**src/rtl/adc_sim_pkg.sv**
```systemverilog
// Shared types and constants for the ADC stimulus generator.
package adc_sim_pkg;

    typedef enum logic [1:0] {
        MODE_RAMP       = 2'd0,
        MODE_CONST      = 2'd1,
        MODE_NOISE      = 2'd2,
        MODE_RAMP_NOISE = 2'd3
    } adc_mode_t;

    localparam logic [15:0] LFSR_SEED = 16'hACE1;
    localparam logic [15:0] LFSR_TAPS = 16'hB400;

endpackage

```
**src/rtl/adc_lfsr16.sv**
```systemverilog
// 16-bit Galois LFSR (right shift) that advances on a strobe; exposes the low
// OUT_W bits of the state it is about to load.
module adc_lfsr16
    import adc_sim_pkg::*;
#(
    parameter int unsigned OUT_W = 12
) (
    input  logic             clk,
    input  logic             rst_n,
    input  logic             adv,
    output logic [OUT_W-1:0] noise_c
);

    logic [15:0] state;
    logic [15:0] state_nxt_c;

    always_comb begin
        state_nxt_c = {1'b0, state[15:1]} ^ (state[0] ? LFSR_TAPS : 16'h0000);
        noise_c     = state_nxt_c[OUT_W-1:0];
    end

    always_ff @(posedge clk or negedge rst_n) begin
        if (!rst_n) begin
            state <= LFSR_SEED;
        end else if (adv) begin
            state <= state_nxt_c;
        end
    end

endmodule

```
**src/rtl/adc_stim_gen.sv**
```systemverilog
// Periodic multi-channel ADC stimulus source: one valid pulse per period carrying
// a ramp, constant, LFSR-noise or ramp+noise sample from round-robin channels.
module adc_stim_gen
    import adc_sim_pkg::*;
#(
    parameter int unsigned DATA_W     = 12,
    parameter int unsigned NUM_CH     = 1,
    parameter int unsigned PERIOD_CYC = 2000,
    parameter int unsigned VALID_CYC  = 2,
    parameter int unsigned NOISE_BITS = 4,
    parameter int unsigned CH_W       = (NUM_CH > 1) ? $clog2(NUM_CH) : 1
) (
    input  logic              MAX10_CLK1_50,
    input  logic              reset_n,
    input  logic              enable,
    input  logic [1:0]        mode,
    input  logic [DATA_W-1:0] step,
    input  logic [DATA_W-1:0] const_value,
    output logic              response_valid_out,
    output logic [DATA_W-1:0] ADC_out,
    output logic [CH_W-1:0]   channel_out,
    output logic [31:0]       sample_count_out
);

    localparam int unsigned       PCNT_W     = (PERIOD_CYC > 2) ? $clog2(PERIOD_CYC) : 1;
    localparam int unsigned       RAMP_N     = 2 ** CH_W;
    localparam logic [PCNT_W-1:0] LAUNCH_AT  = PCNT_W'(PERIOD_CYC - VALID_CYC - 1);
    localparam logic [PCNT_W-1:0] LAST_PCNT  = PCNT_W'(PERIOD_CYC - 1);
    localparam logic [CH_W-1:0]   LAST_CH    = CH_W'(NUM_CH - 1);
    localparam logic [DATA_W-1:0] NOISE_MASK = DATA_W'((64'd1 << NOISE_BITS) - 64'd1);

    if (DATA_W < 1 || DATA_W > 16) begin : g_bad_data_w
        $error("adc_stim_gen: DATA_W must be 1..16");
    end
    if (NUM_CH < 1) begin : g_bad_num_ch
        $error("adc_stim_gen: NUM_CH must be >= 1");
    end
    if (VALID_CYC < 1 || VALID_CYC >= PERIOD_CYC) begin : g_bad_valid
        $error("adc_stim_gen: need 1 <= VALID_CYC < PERIOD_CYC");
    end
    if (NOISE_BITS >= DATA_W) begin : g_bad_noise
        $error("adc_stim_gen: NOISE_BITS must be < DATA_W");
    end

    logic [PCNT_W-1:0] pcnt;
    logic [CH_W-1:0]   next_ch;
    logic [DATA_W-1:0] ramp [RAMP_N];

    logic              advance_c;
    logic              launch_c;
    logic              wrap_c;
    logic              ramp_we_c;
    adc_mode_t         mode_c;
    logic [DATA_W-1:0] ramp_sum_c;
    logic [DATA_W-1:0] noise_c;
    logic [DATA_W-1:0] adc_nxt_c;

    adc_lfsr16 #(
        .OUT_W (DATA_W)
    ) u_lfsr (
        .clk     (MAX10_CLK1_50),
        .rst_n   (reset_n),
        .adv     (launch_c),
        .noise_c (noise_c)
    );

    // An idle counter waits at zero for enable; once started a period always completes.
    always_comb begin
        advance_c  = (pcnt != '0) || enable;
        launch_c   = advance_c && (pcnt == LAUNCH_AT);
        wrap_c     = advance_c && (pcnt == LAST_PCNT);
        mode_c     = adc_mode_t'(mode);
        ramp_sum_c = ramp[next_ch] + step;
        ramp_we_c  = 1'b0;
        adc_nxt_c  = ramp_sum_c;
        case (mode_c)
            MODE_RAMP: begin
                ramp_we_c = 1'b1;
                adc_nxt_c = ramp_sum_c;
            end
            MODE_CONST:  adc_nxt_c = const_value;
            MODE_NOISE:  adc_nxt_c = noise_c;
            MODE_RAMP_NOISE: begin
                ramp_we_c = 1'b1;
                adc_nxt_c = (ramp_sum_c & ~NOISE_MASK) | (noise_c & NOISE_MASK);
            end
            default: adc_nxt_c = ramp_sum_c;
        endcase
    end

    always_ff @(posedge MAX10_CLK1_50 or negedge reset_n) begin
        if (!reset_n) begin
            pcnt               <= '0;
            response_valid_out <= 1'b0;
            ADC_out            <= '0;
            channel_out        <= '0;
            next_ch            <= '0;
            sample_count_out   <= '0;
            for (int i = 0; i < RAMP_N; i++) begin
                ramp[i] <= '0;
            end
        end else begin
            if (advance_c) begin
                pcnt <= wrap_c ? '0 : pcnt + PCNT_W'(1);
            end
            if (launch_c) begin
                response_valid_out <= 1'b1;
                ADC_out            <= adc_nxt_c;
                channel_out        <= next_ch;
                next_ch            <= (next_ch == LAST_CH) ? '0 : next_ch + CH_W'(1);
                sample_count_out   <= sample_count_out + 32'd1;
                if (ramp_we_c) begin
                    ramp[next_ch] <= ramp_sum_c;
                end
            end else if (wrap_c) begin
                response_valid_out <= 1'b0;
            end
        end
    end

endmodule

```
**config.mk**
```make
export PLATFORM = sky130hd
export DESIGN_NAME = adc_stim_gen
export DESIGN_NICKNAME = d
export VERILOG_FILES = /design/src/rtl/adc_sim_pkg.sv /design/src/rtl/adc_lfsr16.sv /design/src/rtl/adc_stim_gen.sv
export SDC_FILE = /design/constraint.sdc
export NUM_CORES = 1
export LEC_CHECK = 0
export CORE_ASPECT_RATIO = 0.5
export CORE_MARGIN = 3
export CORE_UTILIZATION = 57
export DETAILED_ROUTE_END_ITERATION = 10
export GPL_TIMING_DRIVEN = 0
export PLACE_DENSITY = 0.85
export SETUP_SLACK_MARGIN = 0.5
export SLEW_MARGIN = 30
export SYNTH_ARGS = -nofsm -noshare
export SYNTH_HDL_FRONTEND = slang
export SYNTH_SLANG_ARGS = --single-unit
```
**constraint.sdc**
```tcl
create_clock -name MAX10_CLK1_50 -period 6.97 [get_ports MAX10_CLK1_50]
set_input_delay 0.697 -clock MAX10_CLK1_50 [delete_from_list [all_inputs] [get_ports MAX10_CLK1_50]]
set_output_delay 0.697 -clock MAX10_CLK1_50 [all_outputs]
set_load 0.005 [all_outputs]
```
* After elaboration in Yosys (flattened, before gate mapping)
Cells that the tools add are included. Widths: inputs -> output; s select.
Word-level totals: register bits 98, bits of input ports 29, output and inout port bits 46, word-level logic and storage cells 45
Cells by class: add/subtract/negate cells 4, order comparisons 2, equality and inequality tests 5, mux-type cells 13, bitwise logic cells 3, reduce and logical (&&, ||, !) cells 9
Operators with widths (number):
- $mux 12 | 4
- $pmux 12 s4 | 1
- $add 32x1->32 const B | 1
- $bwmux 24 | 1
- $eq 11x11->1 const B | 2
- $mux 16 | 1
- $xor 15x16->16 | 1
- $add 12x12->12 | 1
- $demux 12 s1 | 1
- $or 12x4->12 | 1
- $add 11x1->11 const B | 1
- $mux 11 | 1
- $reduce_bool 11->1 | 1
- $eq 2x2->1 const B | 2
- $mux 1 | 4
- $logic_and 1x1->1 | 3
- $eq 2x1->1 const B | 1
- $ge 2x2->1 const B | 1
- $logic_not 2->1 | 1
- $lt 2x1->1 const B | 1
- $not 1->2 | 1
- $reduce_and 2->1 | 1
- $reduce_bool 2->1 | 1
- $reduce_or 2->1 | 1
- other kinds (2) | 2

* Depth between registers and ports, before layout
Gate-level depths: netlist (run 1).
word-level depth 7, mapped depth 9, depth with buffers taken out 8

* Modules after synthesis
Synthesis (run 1) repeated with hierarchy kept, for this count alone.
Unflattened totals: cells, all modules 434, area total of the unflattened synthesis 4486.8 um^2
Modules (own cells, without submodules):
- adc_stim_gen | times used 1, cells each 383, area each 3762.4 um^2, seq. area each 1701.6 um^2
- adc_lfsr16 | times used 1, cells each 51, area each 724.4 um^2, seq. area each 410.4 um^2

* Least setup slack after synthesis (run 1)
Ideal clock, no wire load.
path type input to register, start point in step[0], end point reg ADC_out[8], library setup time 135 ps, data arrival time 2459 ps, data required time 6835 ps, path slack 4376 ps, cell stages on the path 8, buffers on the path 0, path through ha_1 fa_1 a211oi_1 nor2_1 or4_1 a31oi_1 xor2_1 o21ai_0
Between the ends: longest elaborated chain between the ends 3
Ends and longest elaborated chain:
- start, declared | RTL line adc_stim_gen.sv:17 | input logic [DATA_W-1:0] step,
- $add 12x12->12 (*) | RTL line adc_stim_gen.sv:73 | ramp_sum_c = ramp[next_ch] + step;
- $or 12x4->12 | RTL line adc_stim_gen.sv:85 | adc_nxt_c = (ramp_sum_c & ~NOISE_MASK) | (noise_c & NOISE_MASK);
- $pmux 12 s4 (*) | RTL line adc_stim_gen.sv:76 | case (mode_c)
- end signal, assigned | RTL line adc_stim_gen.sv:108 | ADC_out <= adc_nxt_c;
- end, declared | RTL line adc_stim_gen.sv:20 | output logic [DATA_W-1:0] ADC_out,
Mark *: on every way between the ends. The rest lies on a longest branch, timed or not. A chain may end at the register's enable or synchronous reset.

* Final worst setup path (run 1)
Ends and elaborated chain as after synthesis.

==> results of run 1 <==
-- placed cells by master, fill, tap and decap left out, types with 3 or more instances in the layout --
master,count
sky130_fd_sc_hd__a211oi_1,4
sky130_fd_sc_hd__a21o_1,5
sky130_fd_sc_hd__a21oi_1,17
sky130_fd_sc_hd__a22oi_1,9
sky130_fd_sc_hd__a31oi_1,4
sky130_fd_sc_hd__and3_1,9
sky130_fd_sc_hd__and4_1,4
sky130_fd_sc_hd__buf_1,3
sky130_fd_sc_hd__clkbuf_1,10
sky130_fd_sc_hd__clkbuf_16,9
sky130_fd_sc_hd__clkdlybuf4s50_1,72
sky130_fd_sc_hd__dfrtp_1,76
sky130_fd_sc_hd__dfstp_2,8
sky130_fd_sc_hd__ha_1,19
sky130_fd_sc_hd__inv_1,14
sky130_fd_sc_hd__inv_6,3
sky130_fd_sc_hd__mux2i_1,3
sky130_fd_sc_hd__nand2_1,77
sky130_fd_sc_hd__nand3_1,24
sky130_fd_sc_hd__nand4_1,5
sky130_fd_sc_hd__nor2_1,26
sky130_fd_sc_hd__nor3_1,12
sky130_fd_sc_hd__o21ai_0,31
sky130_fd_sc_hd__xnor2_1,29
sky130_fd_sc_hd__xor2_1,23
-- layer usage --
layer  vias up  GRT usage (%)  part of all wire [%]
met5         -              0                     0
met4         0           9.84                   2.1
met2        83           42.5                    49
li1       1728              -                     -
met3        22           6.78                   4.7
met1      1704           29.2                    44
-- path summary, 6_finish.rpt --
| check | depth (start not counted) | startpoint | endpoint |
|---|---|---|---|
| min in group MAX10_CLK1_50 | 2 | u_lfsr.state[15]$_DFFE_PN1P_ | u_lfsr.state[15]$_DFFE_PN1P_ |
| max in group asynchronous | 2 | reset_n | u_lfsr.state[0]$_DFFE_PN1P_ |
| min reg2reg | 2 | u_lfsr.state[15]$_DFFE_PN1P_ | u_lfsr.state[15]$_DFFE_PN1P_ |
| max | 9 | step[0] | ADC_out[8]$_DFFE_PN0P_ |
| min | 1 | reset_n | pcnt[1]$_DFFE_PN0P_ |
| max reg2reg | 8 | ramp[12]$_DFFE_PN0P_ | ADC_out[8]$_DFFE_PN0P_ |
-- report_power, final --
group	switching [mW]	internal [mW]
Clock	0.202	0.327
Sequential	0.0277	0.515
Combinational	0.0999	0.0785
-- sequential cells by signal, summed over array words and instances (netlist names) --
name                cells
pcnt                   11
response_valid_out      1
sample_count_out       32
ADC_out                12
ramp                   12
u_lfsr.state           16
-- layout make-up --
| cell class | instances | area (um^2) |
|---|---|---|
| Sequential cell | 84 | 2110 |
| Inverter | 14 | 52.6 |
| Multi-Input combinational cell | 333 | 2110 |
| Buffer | 18 | 85.1 |
| Tap cell | 92 | 115 |
| Clock buffer | 10 | 239 |
| Timing Repair Buffer | 74 | 759 |
| Fill cell | 479 | 1470 |
| Clock inverter | 6 | 93.8 |
-- synthesized netlist by cell type, drive strengths merged, types with 3 or more instances --
cell    number  area [um^2]
ha          19          238
and3         9         56.3
nand4        6         43.8
and4         4         35.0
a211oi       4         30.0
a31oi        4         25.0
buf          8         47.5
nor2        27          118
mux2i        3         30.0
a22oi        9         67.6
nand3       24          120
dfrtp       76         1900
dfstp        8          210
nor3        15         96.4
inv         14         52.6
o21ai       32          160
a21oi       17         85.1
a21o         5         37.5
clkbuf      10         37.5
xor2        23          201
nand2       78          300
or4          3         26.3
xnor2       29          254
-- critical path, cell delays in order --
cell and delay, ps:
sky130_fd_sc_hd__clkdlybuf4s50_1 410, sky130_fd_sc_hd__ha_1 240, sky130_fd_sc_hd__fa_1 440, sky130_fd_sc_hd__a211oi_1 260, sky130_fd_sc_hd__nor2_1 120, sky130_fd_sc_hd__or4_1 410, sky130_fd_sc_hd__a31oi_1 200, sky130_fd_sc_hd__xor2_1 200
sky130_fd_sc_hd__o21ai_0 110
-- kinds of logic after synthesis --
group	count (synthesis)	share of synthesized area (%)
simple gates	175	19.8
flops	84	48.4
compound gates	80	11.0
xor+xnor	52	10.4
buf+inv	32	3.16
fa+ha+maj	20	5.91
mux	5	1.21
other cells	1	0.0860
==> metrics.txt, run 1 <==
# TYPE chip_impl_metric gauge
chip_impl_metric{name="insertion_delay",unit="ps"} 350
chip_impl_metric{name="final_layout_size_suffix_gt1_share",unit="%"} 7.42
chip_impl_metric{name="routed_wire_length_per_instance",unit="um"} 15.6
chip_impl_metric{name="final.period_utilization",unit="%"} 41.3
chip_impl_metric{name="worst_rel_slew_slack",unit="%"} 48.5
chip_impl_metric{name="pre_cts_ws",unit="ps"} 3800
chip_impl_metric{name="grt-ovfl-total",unit=""} 0
chip_impl_metric{name="die_area",unit="um^2"} 8800
chip_impl_metric{name="die_w",unit="um"} 130
chip_impl_metric{name="clk_pin_slew",unit="ps"} 60
chip_impl_metric{name="synthArstFlopShare",unit="%"} 100
chip_impl_metric{name="hold_ws",unit="ps"} 164
chip_impl_info{name="status",value="finished, final reports clean"} 1
chip_impl_metric{name="routed_wirelength",unit="mm"} 9.83
chip_impl_metric{name="wire_length_of_the_first_global_routing_pass",unit="mm"} 16.4
chip_impl_metric{name="synth_sequential_area_ratio",unit="%"} 48.4
chip_impl_metric{name="port_buffers",unit=""} 73
chip_impl_metric{name="placement.cell_area",unit="um^2"} 5240
chip_impl_metric{name="detailedRoute.firstPassIterationCount",unit=""} 4
chip_impl_metric{name="dp.final_hpwl",unit="mm"} 7.18
chip_impl_metric{name="start_util",unit="%"} 61.9
chip_impl_metric{name="finish.instance_area",unit="um^2"} 5570
chip_impl_metric{name="worst_ir_drop_vdd",unit="V"} 0.000293
chip_impl_metric{name="placed_cells_incl_taps",unit=""} 615
chip_impl_metric{name="period_minus_slack",unit="ps"} 2880
chip_impl_info{name="grt_setup_unrepaired",value="false"} 1
chip_impl_metric{name="tns",unit="ps"} 0
chip_impl_metric{name="setup_slack",unit="ps"} 4090
chip_impl_metric{name="synth.cell_area",unit="um^2"} 4360
chip_impl_metric{name="cts_resized",unit=""} 0
chip_impl_info{name="worst_setup_path_end_kind",value="flip-flop"} 1
chip_impl_metric{name="worst_clock_skew",unit="ps"} 4.18
chip_impl_metric{name="die_y",unit="um"} 67.8
chip_impl_info{name="clk_root_buffer_cell",value="sky130_fd_sc_hd__clkbuf_16"} 1
chip_impl_metric{name="worst_pin_slew",unit="ps"} 766
chip_impl_metric{name="antenna_violations_before_repair",unit=""} 0
chip_impl_metric{name="power_leakage",unit="nW"} 2.60
chip_impl_metric{name="clock_tree.htree_level_count",unit=""} 3
chip_impl_metric{name="grt_pass1_vias",unit=""} 3470
chip_impl_metric{name="data_required_critical_path",unit="ps"} 7180
chip_impl_metric{name="fp-row-count",unit=""} 21
chip_impl_metric{name="tritoncts.num_buffers",unit=""} 9
chip_impl_metric{name="dr.first_iter.drc_count",unit=""} 240
chip_impl_metric{name="final-hold-violation-count",unit=""} 0
chip_impl_metric{name="cp_max_fo",unit=""} 3
chip_impl_metric{name="post_synth_net_total",unit=""} 498
chip_impl_metric{name="finalSetupViolations",unit=""} 0
chip_impl_metric{name="p_total",unit="mW"} 1.25
chip_impl_metric{name="timing_max_transition_violations_final",unit=""} 0
chip_impl_metric{name="synth-warning-count",unit=""} 0
chip_impl_metric{name="grt_start_max_net_pins",unit=""} 72
chip_impl_metric{name="crit_arrival",unit="ps"} 3090
chip_impl_info{name="ys_dominant_reg_cell",value="sky130_fd_sc_hd__dfrtp_1"} 1
chip_impl_info{name="crit_type",value="input pin to flip-flop"} 1
chip_impl_metric{name="fmax",unit="GHz"} 0.348
chip_impl_metric{name="layout.core_utilization",unit="%"} 79.1
chip_impl_metric{name="yosysUniqueCellTypes",unit=""} 50
chip_impl_info{name="critical_path.startpoint_type",value="input pin"} 1
chip_impl_metric{name="gpl_wtd_cong",unit=""} 0.877
chip_impl_metric{name="post_cts_hold_buffer_count",unit=""} 0
chip_impl_metric{name="antenna-diode-count",unit=""} 0
chip_impl_metric{name="clock_path_buffers",unit=""} 2
chip_impl_metric{name="design.final.nets",unit=""} 583
chip_impl_metric{name="synth_edf_count",unit=""} 0
chip_impl_metric{name="post_cts_setup_driven_buffer_insertion_count",unit=""} 0
chip_impl_metric{name="avgViaCountPerCell",unit=""} 5.61
chip_impl_metric{name="clock-sinks",unit=""} 84
chip_impl_info{name="holdCritPathClass",value="input pin to async pin"} 1
chip_impl_metric{name="vias",unit=""} 3537
chip_impl_metric{name="gr-usage-all-layers",unit="%"} 24.3
chip_impl_metric{name="ant_nets",unit=""} 0
chip_impl_info{name="clock_tree_from_tritoncts",value="yes"} 1
chip_impl_metric{name="synthesis.instances",unit=""} 449
chip_impl_metric{name="pin_count",unit=""} 75
chip_impl_metric{name="coreArea",unit="um^2"} 7040
chip_impl_metric{name="remaining_drc_errors",unit=""} 0
chip_impl_metric{name="areaGrowthSynthToFinish",unit="%"} 27.7
chip_impl_metric{name="synth.avg_cell_area",unit="um^2"} 9.71
chip_impl_metric{name="final_cells",unit=""} 631
chip_impl_metric{name="timing.reg2reg.setup_slack",unit="ps"} 4490
chip_impl_metric{name="number_of_max_cap_violations",unit=""} 0
chip_impl_metric{name="synth_seq_cells",unit=""} 84
chip_impl_metric{name="areal_power_density_over_the_cells",unit="nW/um^2"} 224
Note: power is estimated with default switching activity, not from simulation.
==> inputs of run 2 (changes only) <==
--- a/config.mk
+++ b/config.mk
@@ -7,10 +7,10 @@
 export LEC_CHECK = 0
 export CORE_ASPECT_RATIO = 0.5
 export CORE_MARGIN = 3
-export CORE_UTILIZATION = 57
+export CORE_UTILIZATION = 48
 export DETAILED_ROUTE_END_ITERATION = 10
 export GPL_TIMING_DRIVEN = 0
-export PLACE_DENSITY = 0.85
+export PLACE_DENSITY = 0.76
 export SETUP_SLACK_MARGIN = 0.5
 export SLEW_MARGIN = 30
 export SYNTH_ARGS = -nofsm -noshare
==> constraint.sdc (replaced) <==
create_clock -name MAX10_CLK1_50 -period 2.4 [get_ports MAX10_CLK1_50]
set_input_delay 0.24 -clock MAX10_CLK1_50 [delete_from_list [all_inputs] [get_ports MAX10_CLK1_50]]
set_output_delay 0.24 -clock MAX10_CLK1_50 [all_outputs]
set_load 0.005 [all_outputs]
==> run 2 against run 1 <==
Sequential share of layout area fell by 6.3 points. Non-clock buffer count rose by 45. Hold slack improved by 150 ps. Sequential cell count did not move. Clock power rose to 2.8 times the previous value. Register-to-register slack got worse by 4400 ps. Global-route usage fell by 0.91 points. Clock-buffer cell count fell by 1. Combinational power rose to 4.2 times the previous value. Critical path depth fell by 1. Die area rose by 17%. Critical path type is now flip-flop to flip-flop.
==> metrics.txt, run 2 (same netlist as run 1, synthesis figures left out) <==
# TYPE chip_impl_metric gauge
chip_impl_metric{name="avgViaCountPerCell",unit=""} 5.63
chip_impl_metric{name="period_minus_slack",unit="ps"} 2350
chip_impl_metric{name="wire_length_of_the_first_global_routing_pass",unit="mm"} 19.0
chip_impl_metric{name="clock-sinks",unit=""} 84
chip_impl_metric{name="design.final.nets",unit=""} 628
chip_impl_metric{name="detailedRoute.firstPassIterationCount",unit=""} 5
chip_impl_info{name="top_register",value="sample_count_out"} 1
chip_impl_metric{name="tritoncts.num_buffers",unit=""} 9
chip_impl_metric{name="routed_wirelength",unit="mm"} 12.6
chip_impl_metric{name="power_leakage",unit="nW"} 3.10
chip_impl_metric{name="grt-ovfl-total",unit=""} 0
chip_impl_metric{name="die_area",unit="um^2"} 10300
chip_impl_info{name="clock_tree_from_tritoncts",value="yes"} 1
chip_impl_metric{name="clk_pin_slew",unit="ps"} 60
chip_impl_metric{name="ant_nets",unit=""} 0
chip_impl_metric{name="dr.first_iter.drc_count",unit=""} 294
chip_impl_metric{name="timing_max_transition_violations_final",unit=""} 0
chip_impl_metric{name="insertion_delay",unit="ps"} 340
chip_impl_metric{name="crit_arrival",unit="ps"} 2570
chip_impl_info{name="clk_root_buffer_cell",value="sky130_fd_sc_hd__clkbuf_16"} 1
chip_impl_metric{name="worst_pin_slew",unit="ps"} 566
chip_impl_info{name="critical_path.startpoint_type",value="flip-flop"} 1
chip_impl_metric{name="remaining_drc_errors",unit=""} 0
chip_impl_metric{name="worst_ir_drop_vdd",unit="V"} 0.000528
chip_impl_metric{name="routed_wire_length_per_instance",unit="um"} 18.1
chip_impl_metric{name="finalSetupViolations",unit=""} 0
chip_impl_metric{name="grt_pass1_vias",unit=""} 3984
chip_impl_metric{name="gpl_wtd_cong",unit=""} 0.839
chip_impl_metric{name="worst_clock_skew",unit="ps"} 9.81
chip_impl_info{name="holdCritPathClass",value="input pin to async pin"} 1
chip_impl_metric{name="final_layout_size_suffix_gt1_share",unit="%"} 29.2
chip_impl_metric{name="data_required_critical_path",unit="ps"} 2620
chip_impl_metric{name="fmax",unit="GHz"} 0.426
chip_impl_metric{name="p_total",unit="mW"} 3.81
chip_impl_metric{name="number_of_max_cap_violations",unit=""} 0
chip_impl_metric{name="setup_slack",unit="ps"} 51.6
chip_impl_info{name="worst_setup_path_end_kind",value="flip-flop"} 1
chip_impl_metric{name="final-hold-violation-count",unit=""} 0
chip_impl_metric{name="die_y",unit="um"} 73.4
chip_impl_metric{name="cpPeakStageDelay",unit="ps"} 430
chip_impl_metric{name="dp.final_hpwl",unit="mm"} 7.33
chip_impl_metric{name="grt_start_max_net_pins",unit=""} 64
chip_impl_metric{name="cp_max_fo",unit=""} 2
chip_impl_metric{name="areal_power_density_over_the_cells",unit="nW/um^2"} 569
chip_impl_metric{name="hold_ws",unit="ps"} 309
chip_impl_metric{name="final.period_utilization",unit="%"} 97.9
chip_impl_metric{name="areaGrowthSynthToFinish",unit="%"} 53.6
chip_impl_metric{name="gr-usage-all-layers",unit="%"} 23.4
chip_impl_metric{name="antenna-diode-count",unit=""} 0
chip_impl_metric{name="coreArea",unit="um^2"} 8400
chip_impl_info{name="top_regs",value="sample_count_out: 32 flops, u_lfsr.state: 16 flops"} 1
chip_impl_metric{name="final_cells",unit=""} 695
chip_impl_metric{name="placed_cells_incl_taps",unit=""} 635
chip_impl_metric{name="worst_rel_slew_slack",unit="%"} 62.3
chip_impl_info{name="grt_setup_unrepaired",value="true"} 1
chip_impl_info{name="critPathSlowestCell",value="sky130_fd_sc_hd__or4_1"} 1
chip_impl_info{name="crit_type",value="flip-flop to flip-flop"} 1
chip_impl_metric{name="antenna_violations_before_repair",unit=""} 0
chip_impl_info{name="final_common_cell",value="sky130_fd_sc_hd__dfrtp_1"} 1
chip_impl_info{name="worstPathCellList",value="ha_4 > fa_2 > a211oi_2 > nor2_2 > or4_1 > a31oi_1 > xor2_1 > o21ai_1"} 1
chip_impl_metric{name="pin_count",unit=""} 75
chip_impl_info{name="status",value="finished, final reports clean"} 1
chip_impl_metric{name="fp-row-count",unit=""} 23
chip_impl_metric{name="vias",unit=""} 3912
chip_impl_info{name="most-common-layout-cells",value="sky130_fd_sc_hd__dfrtp_1, sky130_fd_sc_hd__clkdlybuf4s50_1, sky130_fd_sc_hd__nand2_1"} 1
chip_impl_metric{name="die_w",unit="um"} 141
chip_impl_metric{name="clock_path_buffers",unit=""} 2
chip_impl_metric{name="clock_tree.htree_level_count",unit=""} 3
chip_impl_metric{name="port_buffers",unit=""} 73
chip_impl_metric{name="start_util",unit="%"} 51.9
chip_impl_metric{name="pre_cts_ws",unit="ps"} -270
chip_impl_metric{name="largest_reg_flops",unit=""} 32
==> run 2: cell types whose count changed in the layout (fill, tap and decap cells not counted), moves of 10 or more <==
| cell | delta |
|---|---|
| sky130_fd_sc_hd__nand3_1 | -11 |
| sky130_fd_sc_hd__o21ai_1 | +13 |
| sky130_fd_sc_hd__o21ai_0 | -19 |
| sky130_fd_sc_hd__buf_4 | +26 |
| sky130_fd_sc_hd__nor2_1 | -12 |
| sky130_fd_sc_hd__buf_6 | +14 |
| sky130_fd_sc_hd__nor2_4 | +10 |
==> run 2: path summary, 6_finish.rpt <==
kind	from	endpoint	slack, ps	depth (start not counted)
min in group MAX10_CLK1_50	u_lfsr.state[5]$_DFFE_PN1P_	u_lfsr.state[5]$_DFFE_PN1P_	460	2
hold / removal	reset_n	sample_count_out[18]$_DFFE_PN0P_	310	2
max in group asynchronous	reset_n	u_lfsr.state[7]$_DFFE_PN1P_	1470	3
setup / recovery	ramp[12]$_DFFE_PN0P_	ADC_out[8]$_DFFE_PN0P_	50	8
setup reg to reg	ramp[12]$_DFFE_PN0P_	ADC_out[8]$_DFFE_PN0P_	50	8
hold reg to reg	u_lfsr.state[5]$_DFFE_PN1P_	u_lfsr.state[5]$_DFFE_PN1P_	460	2
==> run 2: where the power goes <==
| group | total, mW | switching, mW | internal, mW |
|---|---|---|---|
| clock | 1.47 | 0.573 | 0.899 |
| sequential | 1.59 | 0.0956 | 1.50 |
| combinational | 0.746 | 0.377 | 0.369 |
==> run 2: final cells by class <==
type,instances,area (um^2)
clock buffers,9,225
flip-flops and latches,84,2120
inverters,14,52.6
plain buffers,18,161
repair buffers,119,1240
clock inverters,6,80.1
fillers,489,1710
multi-input cells,333,2680
well taps,112,140
==> run 2: repair_timing <==
item                       CTS  global route
pin swaps                   38            34
gates resized for setup     88            83
cloned                       3             0
hold buffers                 1             0
hold endpoints to repair    21             0
setup endpoints to repair   66            70
setup buffers               32             9
==> run 2: through the flow <==
step	utilization (%)	setup TNS (ps)	area, um^2
floorplan	-	0	4430
global placement	63.1	-151260	5310
detailed placement	63.5	-622	5330
CTS	75.1	0	6310
global route	79.7	0	6700
finish	79.7	0	6700
==> run 2: critical path, delay by kind of cell (launching register included) <==
family | cells | cell delay, ps
AO/OA/AOI/OAI | 3 | 540
XOR/XNOR | 1 | 240
adder cells (fa/ha/maj) | 2 | 530
flip-flops | 1 | 410
AND/OR/NAND/NOR | 2 | 510
==> run 2: layer usage <==
layer	GRT usage (%)	share of wire, %	vias up
li1	-	-	1815
met1	28.9	42	1944
met5	0	0	-
met3	5.85	5.2	24
met4	6.66	1.7	0
met2	41.7	52	129
==> inputs of run 3 (changes only) <==
--- a/config.mk
+++ b/config.mk
@@ -10,6 +10,7 @@
 export CORE_UTILIZATION = 48
 export DETAILED_ROUTE_END_ITERATION = 10
 export GPL_TIMING_DRIVEN = 0
+export HOLD_SLACK_MARGIN = 0.05
 export PLACE_DENSITY = 0.76
 export SETUP_SLACK_MARGIN = 0.5
 export SLEW_MARGIN = 30
==> results of run 3 <==
The final DEF is identical to that of run 2; final timing and power are the same.
